## src/rtl/minimax_dma.sv

```systemverilog
// minimax_dma: word-granular copy/fill bus initiator for the minimax data bus.
// Latency: first bus cycle the cycle after start; fill 1 cycle/word, copy 2+k cycles/word (k = rack delay).
// Backpressure: stalls in RWAIT until rack; gives up after ACK_TIMEOUT cycles with error set.
// Ports:
//   command : start, mode (0 copy / 1 fill), src, dst, len, fill_value, abort
//   status  : busy, done (1-cycle pulse), error (sticky until next start), words_left
//   bus     : addr, wdata, wmask, rreq out; rdata, rack in
module minimax_dma #(
  parameter int LEN_BITS    = 16,
  parameter int ACK_TIMEOUT = 15
) (
  input  logic                clk,
  input  logic                reset,
  input  logic                start,
  input  logic                mode,
  input  logic [31:0]         src,
  input  logic [31:0]         dst,
  input  logic [LEN_BITS-1:0] len,
  input  logic [31:0]         fill_value,
  input  logic                abort,
  output logic                busy,
  output logic                done,
  output logic                error,
  output logic [LEN_BITS-1:0] words_left,
  output logic [31:0]         addr,
  output logic [31:0]         wdata,
  output logic [3:0]          wmask,
  output logic                rreq,
  input  logic [31:0]         rdata,
  input  logic                rack
);

  localparam logic [7:0]          TMO = 8'(ACK_TIMEOUT);
  localparam logic [LEN_BITS-1:0] ONE = LEN_BITS'(1);

  typedef enum logic [2:0] {S_IDLE, S_RREQ, S_RWAIT, S_WRITE, S_FIN} state_t;

  state_t              state, state_nxt;
  logic [31:0]         src_q, src_nxt, dst_q, dst_nxt, data_q, data_nxt;
  logic [LEN_BITS-1:0] left_nxt;
  logic                mode_q, mode_nxt;
  logic [7:0]          cnt_q, cnt_nxt;
  logic                error_nxt;

  // Next values of the registered outputs.
  logic        busy_d, done_d, rreq_d;
  logic [3:0]  wmask_d;
  logic [31:0] addr_d, wdata_d;

  // State register
  always_ff @(posedge clk) begin
    if (reset) state <= S_IDLE;
    else       state <= state_nxt;
  end

  // Next-state and datapath next values
  always_comb begin
    state_nxt = state;
    src_nxt   = src_q;
    dst_nxt   = dst_q;
    data_nxt  = data_q;
    left_nxt  = words_left;
    mode_nxt  = mode_q;
    cnt_nxt   = cnt_q;
    error_nxt = error;
    case (state)
      S_IDLE: begin
        if (start) begin
          src_nxt   = {src[31:2], 2'b00};
          dst_nxt   = {dst[31:2], 2'b00};
          left_nxt  = len;
          mode_nxt  = mode;
          // In fill mode data_q simply holds the fill word for the whole run.
          data_nxt  = fill_value;
          error_nxt = 1'b0;
          if (len == '0)  state_nxt = S_FIN;
          else if (mode)  state_nxt = S_WRITE;
          else            state_nxt = S_RREQ;
        end
      end
      S_RREQ: begin
        state_nxt = S_RWAIT;
        cnt_nxt   = TMO;
      end
      S_RWAIT: begin
        if (rack) begin
          data_nxt  = rdata;
          state_nxt = S_WRITE;
        end else begin
          cnt_nxt = cnt_q - 8'd1;
          if (cnt_q == 8'd1) begin
            error_nxt = 1'b1;
            state_nxt = S_FIN;
          end
        end
      end
      S_WRITE: begin
        src_nxt  = src_q + 32'd4;
        dst_nxt  = dst_q + 32'd4;
        left_nxt = words_left - ONE;
        if (words_left == ONE) state_nxt = S_FIN;
        else if (mode_q)       state_nxt = S_WRITE;
        else                   state_nxt = S_RREQ;
      end
      S_FIN:   state_nxt = S_IDLE;
      default: state_nxt = S_IDLE;
    endcase
    // Abort overrides any pending completion or timeout; error keeps its value.
    if (abort && state != S_IDLE) begin
      state_nxt = S_IDLE;
      error_nxt = error;
    end
  end

  // Output decode from the next state so every output leaves a flop.
  always_comb begin
    busy_d  = (state_nxt != S_IDLE);
    done_d  = (state_nxt == S_FIN);
    rreq_d  = (state_nxt == S_RREQ);
    wmask_d = (state_nxt == S_WRITE) ? 4'hF : 4'h0;
    addr_d  = addr;
    wdata_d = wdata;
    if (state_nxt == S_RREQ) begin
      addr_d = src_nxt;
    end else if (state_nxt == S_WRITE) begin
      addr_d  = dst_nxt;
      wdata_d = data_nxt;
    end
  end

  always_ff @(posedge clk) begin
    if (reset) begin
      src_q      <= '0;
      dst_q      <= '0;
      data_q     <= '0;
      mode_q     <= 1'b0;
      cnt_q      <= '0;
      error      <= 1'b0;
      words_left <= '0;
      busy       <= 1'b0;
      done       <= 1'b0;
      rreq       <= 1'b0;
      wmask      <= 4'h0;
      addr       <= '0;
      wdata      <= '0;
    end else begin
      src_q      <= src_nxt;
      dst_q      <= dst_nxt;
      data_q     <= data_nxt;
      mode_q     <= mode_nxt;
      cnt_q      <= cnt_nxt;
      error      <= error_nxt;
      words_left <= left_nxt;
      busy       <= busy_d;
      done       <= done_d;
      rreq       <= rreq_d;
      wmask      <= wmask_d;
      addr       <= addr_d;
      wdata      <= wdata_d;
    end
  end

endmodule

```

## config.mk

```make
export PLATFORM = sky130hd
export DESIGN_NAME = minimax_dma
export DESIGN_NICKNAME = d
export VERILOG_FILES = /design/src/rtl/minimax_dma.sv
export SDC_FILE = /design/constraint.sdc
export NUM_CORES = 1
export LEC_CHECK = 0
export ABC_AREA = 1
export CAP_MARGIN = 20
export CORE_UTILIZATION = 55
export CTS_CLUSTER_DIAMETER = 30
export DETAILED_ROUTE_END_ITERATION = 10
export PLACE_DENSITY_LB_ADDON = 0.1
export SLEW_MARGIN = 15
export SYNTH_ARGS = -nofsm -noshare
export SYNTH_HDL_FRONTEND = slang
export SYNTH_SLANG_ARGS = --single-unit
```

## constraint.sdc

```tcl
create_clock -name clk -period 5.4 [get_ports clk]
set_clock_uncertainty 0.1 [all_clocks]
set_input_delay 1.35 -clock clk [delete_from_list [all_inputs] [get_ports clk]]
set_output_delay 1.35 -clock clk [all_outputs]
set_load 0.02 [all_outputs]
```

Word-level counts from Yosys, hierarchy flattened
Cells that the tools add are included.
{"block": "classes", "muxes": 27, "n_eq_ne": 11, "n_bitwise": 2, "addsub": 4, "reduce_logical": 14}
{"op": "2-to-1 mux 32 bit", "n": 6}
{"op": "one-hot mux 32 bit (2 select lines)", "n": 3}
{"op": "adder 32 x 3 -> 32 bit, second input constant", "n": 2}
{"op": "one-hot mux 16 bit (2 select lines)", "n": 1}
{"op": "2-to-1 mux 3 bit", "n": 6}
{"op": "== test 16 x 1 -> 1 bit, second input constant", "n": 1}
{"op": "zero test 16 bit", "n": 1}
{"op": "2-to-1 mux 16 bit", "n": 1}
{"op": "one-hot mux 8 bit (2 select lines)", "n": 1}
{"op": "subtractor 16 x 1 -> 16 bit, second input constant", "n": 1}
{"op": "one-hot mux 3 bit (4 select lines)", "n": 1}
{"op": "== test 3 x 2 -> 1 bit, second input constant", "n": 3}
{"op": "== test 8 x 1 -> 1 bit, second input constant", "n": 1}
{"op": "2-to-1 mux 8 bit", "n": 1}
{"op": "AND reduction 2 bit", "n": 4}
{"op": "nonzero test 2 bit", "n": 4}
{"op": "subtractor 8 x 1 -> 8 bit, second input constant", "n": 1}
{"op": "== test 3 x 1 -> 1 bit, second input constant", "n": 2}
{"op": "inequality test 2 bit, second input constant", "n": 3}
{"op": "nonzero test 3 bit", "n": 2}
{"op": "AND reduction 5 bit", "n": 1}
{"op": "2-to-1 mux 2 bit", "n": 2}
{"op": "2-to-1 mux 4 bit", "n": 1}
{"op": "== test 3 bit, second input constant", "n": 1}
{"op": "5 further kinds", "n": 8}
{"block": "word_totals", "wordCells": 72, "reg_bits": 196}

Logic depth before layout (Yosys ltp)
Gate-level depths: netlist (run 1).
{"block": "depth", "word_depth": 8, "mapped_depth": 14, "depth_no_buf": 13}

Worst setup path after synthesis (run 1)
Ideal clock, no wire load.
{"block": "synth_path", "path_kind": "input to register", "startpoint": "input port rack", "endpoint": "register addr[19]", "setup_ns": 0.110, "arrival_time_ns": 2.635, "cell_stages": 14, "required_time_ns": 5.190, "path_slack_ns": 2.555, "cell_sequence": "clkbuf_1 -> inv_1 -> nand2_1 -> nor2_1 -> nand2_1 -> a21oi_2 -> nand3_4 -> inv_2 -> nor2_4 -> buf_4 -> nand2_1 -> nand3_1 -> nand2_1 -> inv_1"}
{"block": "synth_between", "elab_chain_cells": 5, "word_cells_on_any_way": 7}
{"item": "start: declaration", "line_no": "30", "text": "input logic rack"}
{"item": "2-to-1 mux 3 bit (*)", "line_no": "86", "text": "if (rack) begin"}
{"item": "one-hot mux 3 bit (4 select lines) (*)", "line_no": "66", "text": "case (state)"}
{"item": "2-to-1 mux 3 bit (*)", "line_no": "109", "text": "if (abort && state != S_IDLE) begin"}
{"item": "== test 3 x 1 -> 1 bit / == test 3 x 2 -> 1 bit (equally long branches)", "line_no": "123, 125"}
{"item": "2-to-1 mux 32 bit / nonzero test 2 bit (equally long branches)"}
{"item": "end signal: assignment", "line_no": "158", "text": "addr <= addr_d;"}
{"item": "end: declaration", "line_no": "25", "text": "output logic [31:0] addr,"}
Mark *: on every way between the ends. The rest lies on a longest branch, timed or not.
A chain may end at the register's enable or synchronous reset.

Final worst setup path (run 1)
{"block": "layout_path", "startpoint": "input port start", "endpoint": "register addr[5]"}
{"block": "layout_between", "elab_chain_cells": 5, "word_cells_on_any_way": 12}
{"item": "start: declaration", "line_no": "14", "text": "input logic start,"}
{"item": "2-to-1 mux 3 bit", "line_no": "68", "text": "if (start) begin"}
{"item": "one-hot mux 3 bit (4 select lines)", "line_no": "66"}
{"item": "2-to-1 mux 3 bit", "line_no": "109"}
{"item": "== test 3 x 1 -> 1 bit / == test 3 x 2 -> 1 bit (equally long branches)", "line_no": "123, 125"}
{"item": "2-to-1 mux 32 bit / nonzero test 2 bit (equally long branches)"}
Parallel ways exist; a longest one is shown, timed or not. The select of a mux whose other input is x is not followed.

==> impl_metrics.py, run 1 <==
metrics = {
    "run_status": {
        "status": "finished clean",
    },
    "layout": {
        "final_common_cell": "nand2_1",
        "final_cell_mix": "495 x nand2_1, 233 x nand3_1, 232 x clkdlybuf4s50_1",
        "post-route-util_pct": 73.42,
        "layout.cells.non_filler": 2101,
        "ff_latch_area_um2": 3864,
        "syn2layout_area_growth_pct": 28.98,
        "multi_input_area_um2": 5494,
        "drive_gt1_share_pct": 4.006,
        "fin_nets": 2015,
        "fill_cells": 1528,
        "diodes": 0,
    },
    "global_route": {
        "antenna_found_initial": 0,
        "grt_pass1_wl_mm": 51.87,
        "grt_pass1_vias": 10788,
        "grt_remaining_overflow": 0,
        "grt_max_degree": 68,
        "track_usage_pct": 33.16,
    },
    "cts": {
        "ctsHoldBuffers": 0,
        "post_cts_resized": 0,
        "cts.sinks": 193,
        "cts_inserted_buffers": 17,
        "cts_tree": "done",
        "h-tree-depth": 4,
        "clk_pin_slew_ns": 0.07,
        "cts_root_buffer": "clkbuf_16",
        "cts_buffer_depth": 2,
        "cts_setup_buffers": 0,
        "clock_latency_ns": 0.44,
    },
    "timing": {
        "rsz0062_at_grt": "no",
        "hold_violations": 0,
        "maxSlewHeadroom_pct": 36.39,
        "fmax_mhz": 233.8,
        "post-route-period-util_pct": 79.20,
        "slew_viol_final": 0,
        "min_period_ns": 4.277,
        "finalSetupTns_ns": 0,
        "tightestPinTransition_ns": 0.9507,
        "setup_viol": 0,
    },
    "worst_setup_path": {
        "regToRegSetupSlack_ns": 2.22,
        "required_ns": 5.68,
        "cp_top_family": "simple AND/OR/NAND/NOR gates",
        "cp_cell_sequence": "clkdlybuf4s50_1 -> inv_1 -> nor2_4 -> nand2_1 -> nand3_2 -> nand2_4 -> nor2_4 -> buf_4 -> nand3b_1 -> nand3_1",
        "r2r-start": "state[2]$_SDFF_PP0_",
        "path_buf_inv": 3,
        "reg2reg_to": "wdata[16]$_SDFFE_PP0P_",
        "critical-path-slowest-cell": "clkdlybuf4s50_1",
        "path_max_fanout": 36,
        "critPathMaxStageDelay_ns": 0.83,
        "ff2ff_path_depth": 11,
        "worstSetupStartpointType": "input port",
        "timing_worst_setup_path_type": "input port to register",
        "critPathArrivalTime_ns": 4.56,
        "crit_path_frequent_cell": "nor2_4",
        "setup.worst_path.end_class": "register",
    },
    "synthesis": {
        "synth_mux_area_share_pct": 0,
        "ys_types": 44,
        "synth_top_family_by_area": "simple AND/OR/NAND/NOR gates",
        "mappedNetlistArea_um2": 10400,
        "synth_fa_ha_area_share_pct": 0.7218,
        "netlist_instances": 1675,
        "yosysSeqAreaShare_pct": 37.15,
        "synthFlopType": "dfxtp_1",
        "async_flop_share_pct": 0,
        "yosys.area_share.simple_pct": 40.39,
        "synth_area_per_cell_um2": 6.209,
        "syn_nets": 1831,
        "ys_ff_latch": 193,
        "synth_edf_count": 0,
        "ys_warn_count": 0,
        "synth_compound_area_share_pct": 11.10,
        "synth_xor_area_share_pct": 0.4211,
    },
    "place": {
        "hpwl_mm": 22.43,
        "portBuffers": 233,
        "dp_cells": 2069,
        "place_congestion": 0.9387,
    },
    "route": {
        "wire_per_inst_um": 15.25,
        "drtIter0Drc": 842,
        "vias": 11606,
        "vias_per_cell": 5.524,
        "ant_nets": 0,
        "drt_first_pass_iters": 8,
        "drc": 0,
        "wl_mm": 32.05,
    },
    "run": {
        "maxCapViolations": 0,
    },
    "floorplanning": {
        "initial_core_util_pct": 56.92,
        "fp.dieH_um": 139.5,
        "core_um2": 18270,
        "io_pins": 238,
        "floorplan.rows": 49,
        "chipWidth_um": 139.5,
        "die_area_um2": 19460,
    },
    "power_and_ir_drop": {
        "ir_worst_vdd_v": 0.0002543,
        "power.leakage_uw": 0.005951,
        "powerDensity_nw_per_um2": 351.7,
    },
    "min_path": {
        "min-delay-start": "dst_q[0]$_SDFF_PP0_",
        "min_path_type": "register to register",
        "whs_path_depth": 2,
        "holdPathEnd": "dst_q[0]$_SDFF_PP0_",
    },
}
## cells by family (layout without fill, tap and decap cells)
group / Yosys count / in the layout
compound gates: 210 / 210
xor+xnor: 5 / 5
fa+ha+maj: 6 / 6
buf+inv: 269 / 466
flops: 193 / 193
simple gates: 992 / 992
## cell usage after synthesis (all sizes together), types with 6 or more instances
cell type  count  area (um^2)
nand3        238         1219
ha             6        75.07
nor2         209        818.3
inv          185        694.4
a21oi         69        349.1
a22oi          7        52.55
nand4         13        81.33
buf           37        191.4
nor3          19        100.1
clkbuf        46        172.7
a31oi          9        56.30
dfxtp        193         3864
o21ai         99        495.5
or2            6        37.54
o211ai        15        112.6
nand2        498         1882
## metal layers
layer	GRT usage, %	vias to the layer above	share of wire [%]
li1	-	5743	-
met1	39.79	5218	39
met2	56.25	574	48
met3	7.811	71	9.7
met4	15.03	0	3.3
met5	0	-	0
## worst max-delay path by stage
stage          start                endpoint  slack [ns]  cells after the start
6_report       start    addr[5]$_SDFFE_PP0P_        1.12                     10
5_1_grt        start  wdata[18]$_SDFFE_PP0P_        0.90                     10
4_1_cts        start    addr[5]$_SDFFE_PP0P_        1.17                     10
3_5_place_dp   start   wdata[5]$_SDFFE_PP0P_        0.76                     10
3_3_place_gp   start    addr[5]$_SDFFE_PP0P_        0.78                     10
2_1_floorplan   rack   addr[19]$_SDFFE_PP0P_        2.56                     14
## state kept, by name, summed over array words and instances, names as in the netlist, 3 cells and up
register and flops:
wdata 32, data_q 32, cnt_q 8, addr 32, state 3, src_q 32, words_left 16, dst_q 32
## per-stage QoR
step	instance area, um^2	total power [uW]	hold WS, ns	worst slack [ns]
after floorplan	10400	2802	0.3214	2.555
after global placement	12800	3374	0.3351	0.7842
after detailed placement	12800	3407	0.3360	0.7576
after CTS	13410	4715	0.3483	1.168
after global routing	13410	4970	0.3742	0.9003
final	13410	4717	0.3500	1.123
## final cells by class
class	instances	area share (%)
inverters	186	5.214
clock buffers	18	3.199
multi-input cells	1213	40.96
flip-flops and latches	193	28.80
repair buffers	248	18.28
clock inverters	14	1.408
well taps	229	2.136
## worst register-to-register path, cell delays in order (launching register included)
cell	delay, ns
dfxtp_1	0.37
inv_2	0.11
nand3_2	0.17
inv_2	0.28
nand2_2	0.10
buf_4	0.31
nor2_1	0.20
nand2_1	0.11
nand3_4	0.20
nand3_2	0.61
o21ai_0	0.45
nor2_1	0.08
## power breakdown
part           total, uW  switching, uW  internal (uW)
logic               1600            991            609
clock network       1310            639            675
registers           1800            161           1640
Power figures use the tool's default switching activity.
==> run 2: changes to the inputs <==
Settings changed: CORE_UTILIZATION 55 to 46.
Clock period 5.4 ns to 3.5 ns, I/O delays scaled along.
==> run 2 against run 1 <==
Compared with the run above: the run now ends with design-rule violations left; non-clock buffer count up 6; via count down 1.8%; clock power up 53%; clock-buffer cell count down 1; sequential share of layout area down 0.26 points; global-route usage down 4.6 points; highest routed layer unchanged; register-to-register slack worse by 1.4 ns; sequential cell count unchanged; die area up 19%; largest cell class unchanged; wire length up 3.7%.
==> impl_metrics.py, run 2 (synthesized netlist as in run 1, its figures left out) <==
metrics = {
    "run_status": {
        "status": "finished with violations",
        "violations": "design-rule violations",
    },
    "timing": {
        "post-route-period-util_pct": 83.03,
        "slew_viol_final": 0,
        "fmax_mhz": 344.1,
        "min_period_ns": 2.906,
        "finalSetupTns_ns": 0,
        "tightestPinTransition_ns": 0.9551,
        "rsz0062_at_grt": "no",
        "hold_violations": 0,
        "fin_hold_ws_ns": 0.3539,
        "setup_viol": 0,
        "maxSlewHeadroom_pct": 36.09,
    },
    "layout": {
        "fin_nets": 2021,
        "final_cell_mix": "495 x nand2_1, 233 x nand3_1, 232 x clkdlybuf4s50_1",
        "syn2layout_area_growth_pct": 30.15,
        "final_common_cell": "nand2_1",
        "drive_gt1_share_pct": 4.366,
        "diodes": 0,
        "final_area_um2": 13540,
    },
    "global_route": {
        "antenna_found_initial": 0,
        "grt_pass1_wl_mm": 53.39,
        "grt_max_degree": 73,
        "use_met3_pct": 6.143,
        "grt_pass1_vias": 10672,
        "grt_use_met1_pct": 35.55,
        "grt-busiest-layer": "met2",
        "grt_remaining_overflow": 0,
        "track_usage_pct": 28.57,
        "use_met2_pct": 47.31,
    },
    "cts": {
        "cts_buffer_depth": 2,
        "cts_root_buffer": "clkbuf_16",
        "cts.sinks": 193,
        "post_cts_resized": 0,
        "cts_tree": "done",
        "ctsHoldBuffers": 0,
        "clk_pin_slew_ns": 0.07,
        "cts_inserted_buffers": 17,
        "clock_latency_ns": 0.44,
        "h-tree-depth": 4,
        "cts_setup_buffers": 0,
    },
    "route": {
        "drt_first_pass_iters": 9,
        "ant_nets": 0,
        "vias": 11396,
        "wire_per_inst_um": 15.41,
        "wl_mm": 33.25,
        "drc": 15,
        "drtIter0Drc": 813,
        "vias_per_cell": 5.281,
    },
    "worst_setup_path": {
        "regToRegSetupSlack_ns": 0.80,
        "critPathArrivalTime_ns": 3.18,
        "critPathMaxStageDelay_ns": 0.65,
        "cp.depth": 10,
        "path_buf_inv": 3,
        "cp_top_family": "simple AND/OR/NAND/NOR gates",
        "worstSetupStartpointType": "input port",
        "timing_worst_setup_path_type": "input port to register",
        "ff2ff_path_depth": 12,
        "setup.worst_path.end_class": "register",
        "cp_cell_sequence": "clkdlybuf4s50_1 -> inv_1 -> nor2_4 -> nand2_1 -> nand3_2 -> nand2_4 -> nor2_4 -> buf_12 -> nor2_1 -> nor2_1",
        "path_max_fanout": 27,
        "required_ns": 3.77,
        "critical-path-slowest-cell": "clkdlybuf4s50_1",
    },
    "floorplanning": {
        "io_pins": 238,
        "chipWidth_um": 152.4,
        "floorplan.rows": 54,
        "die_area_um2": 23210,
        "initial_core_util_pct": 47.22,
        "core_um2": 22030,
        "fp.dieH_um": 152.4,
    },
    "min_path": {
        "min_path_type": "register to register",
        "whs_path_depth": 2,
    },
    "power_and_ir_drop": {
        "clockPowerShare_pct": 27.5,
        "power.leakage_uw": 0.005976,
        "power_frac_comb_pct": 34.6,
        "p_seq_share_pct": 38.0,
        "ir_worst_vdd_v": 0.0004061,
        "p_switching_uw": 2769,
        "p_int_uw": 4538,
        "powerDensity_nw_per_um2": 539.8,
        "switching_share_pct": 37.89,
    },
    "place": {
        "portBuffers": 233,
        "dpl_cell_area_um2": 12940,
        "place_congestion": 0.9248,
        "hpwl_mm": 23.93,
    },
    "run": {
        "maxCapViolations": 0,
    },
}
-- run 2: cell count changes in the layout (fill, tap and decap cells not counted) --
| cell | previous run | this run |
|---|---|---|
| buf_4 | 14 | 17 |
| inv_8 | 6 | 4 |
| clkbuf_1 | 1 | 0 |
| buf_12 | 1 | 4 |
| clkinvlp_4 | 0 | 2 |
| clkinv_8 | 4 | 1 |
| clkinv_4 | 1 | 2 |
| inv_6 | 2 | 5 |
-- run 2: power by group through the flow --
| stage | Clock [uW] | Sequential (uW) | Combinational, uW |
|---|---|---|---|
| 5_1_grt | 2130 | 2810 | 2790 |
| 6_report | 2010 | 2770 | 2530 |
| 3_3_place_gp | 0 | 2810 | 2490 |
| 4_1_cts | 2020 | 2770 | 2530 |
| 2_1_floorplan | 0 | 2970 | 1350 |
| 3_5_place_dp | 0 | 2810 | 2520 |
-- run 2: final timing paths --
kind / to / start
setup / recovery: wdata[31]$_SDFFE_PP0P_ / start
hold / removal: dst_q[0]$_SDFF_PP0_ / dst_q[0]$_SDFF_PP0_
setup reg to reg: addr[0]$_SDFFE_PP0P_ / state[2]$_SDFF_PP0_
hold reg to reg: dst_q[0]$_SDFF_PP0_ / dst_q[0]$_SDFF_PP0_
-- run 2: metal layers --
metal | up-vias | part of all wire [%]
met3 | 80 | 8.1
li1 | 5743 | -
met5 | - | 0
met1 | 5153 | 42
met2 | 420 | 46
met4 | 0 | 3.6
-- run 2: layout make-up --
type,count,area (um^2)
Multi-Input combinational cell,1213,5494
Sequential cell,193,3864
Clock inverter,15,167.7
Timing Repair Buffer,254,2535
Clock buffer,17,425.4
Tap cell,280,350.3
Inverter,186,699.4
Fill cell,2106,8491
-- run 2: stage by stage --
stage | utilization [%] | total power, uW | instances | setup slack (ns)
2_1_floorplan | - | 4323 | 1675 | 1.130
3_3_place_gp | 58.76 | 5298 | 2126 | 0.1955
3_5_place_dp | 58.76 | 5337 | 2126 | 0.1651
4_1_cts | 61.45 | 7327 | 2158 | 0.6079
5_1_grt | 61.45 | 7727 | 2158 | 0.4356
6_report | 61.45 | 7307 | 2158 | 0.5938
-- run 2: worst min-delay path, delay by kind of cell (launching register included) --
family,cells,cell delay [ns]
and+or+nand+nor,2,0.12
DFF,1,0.30
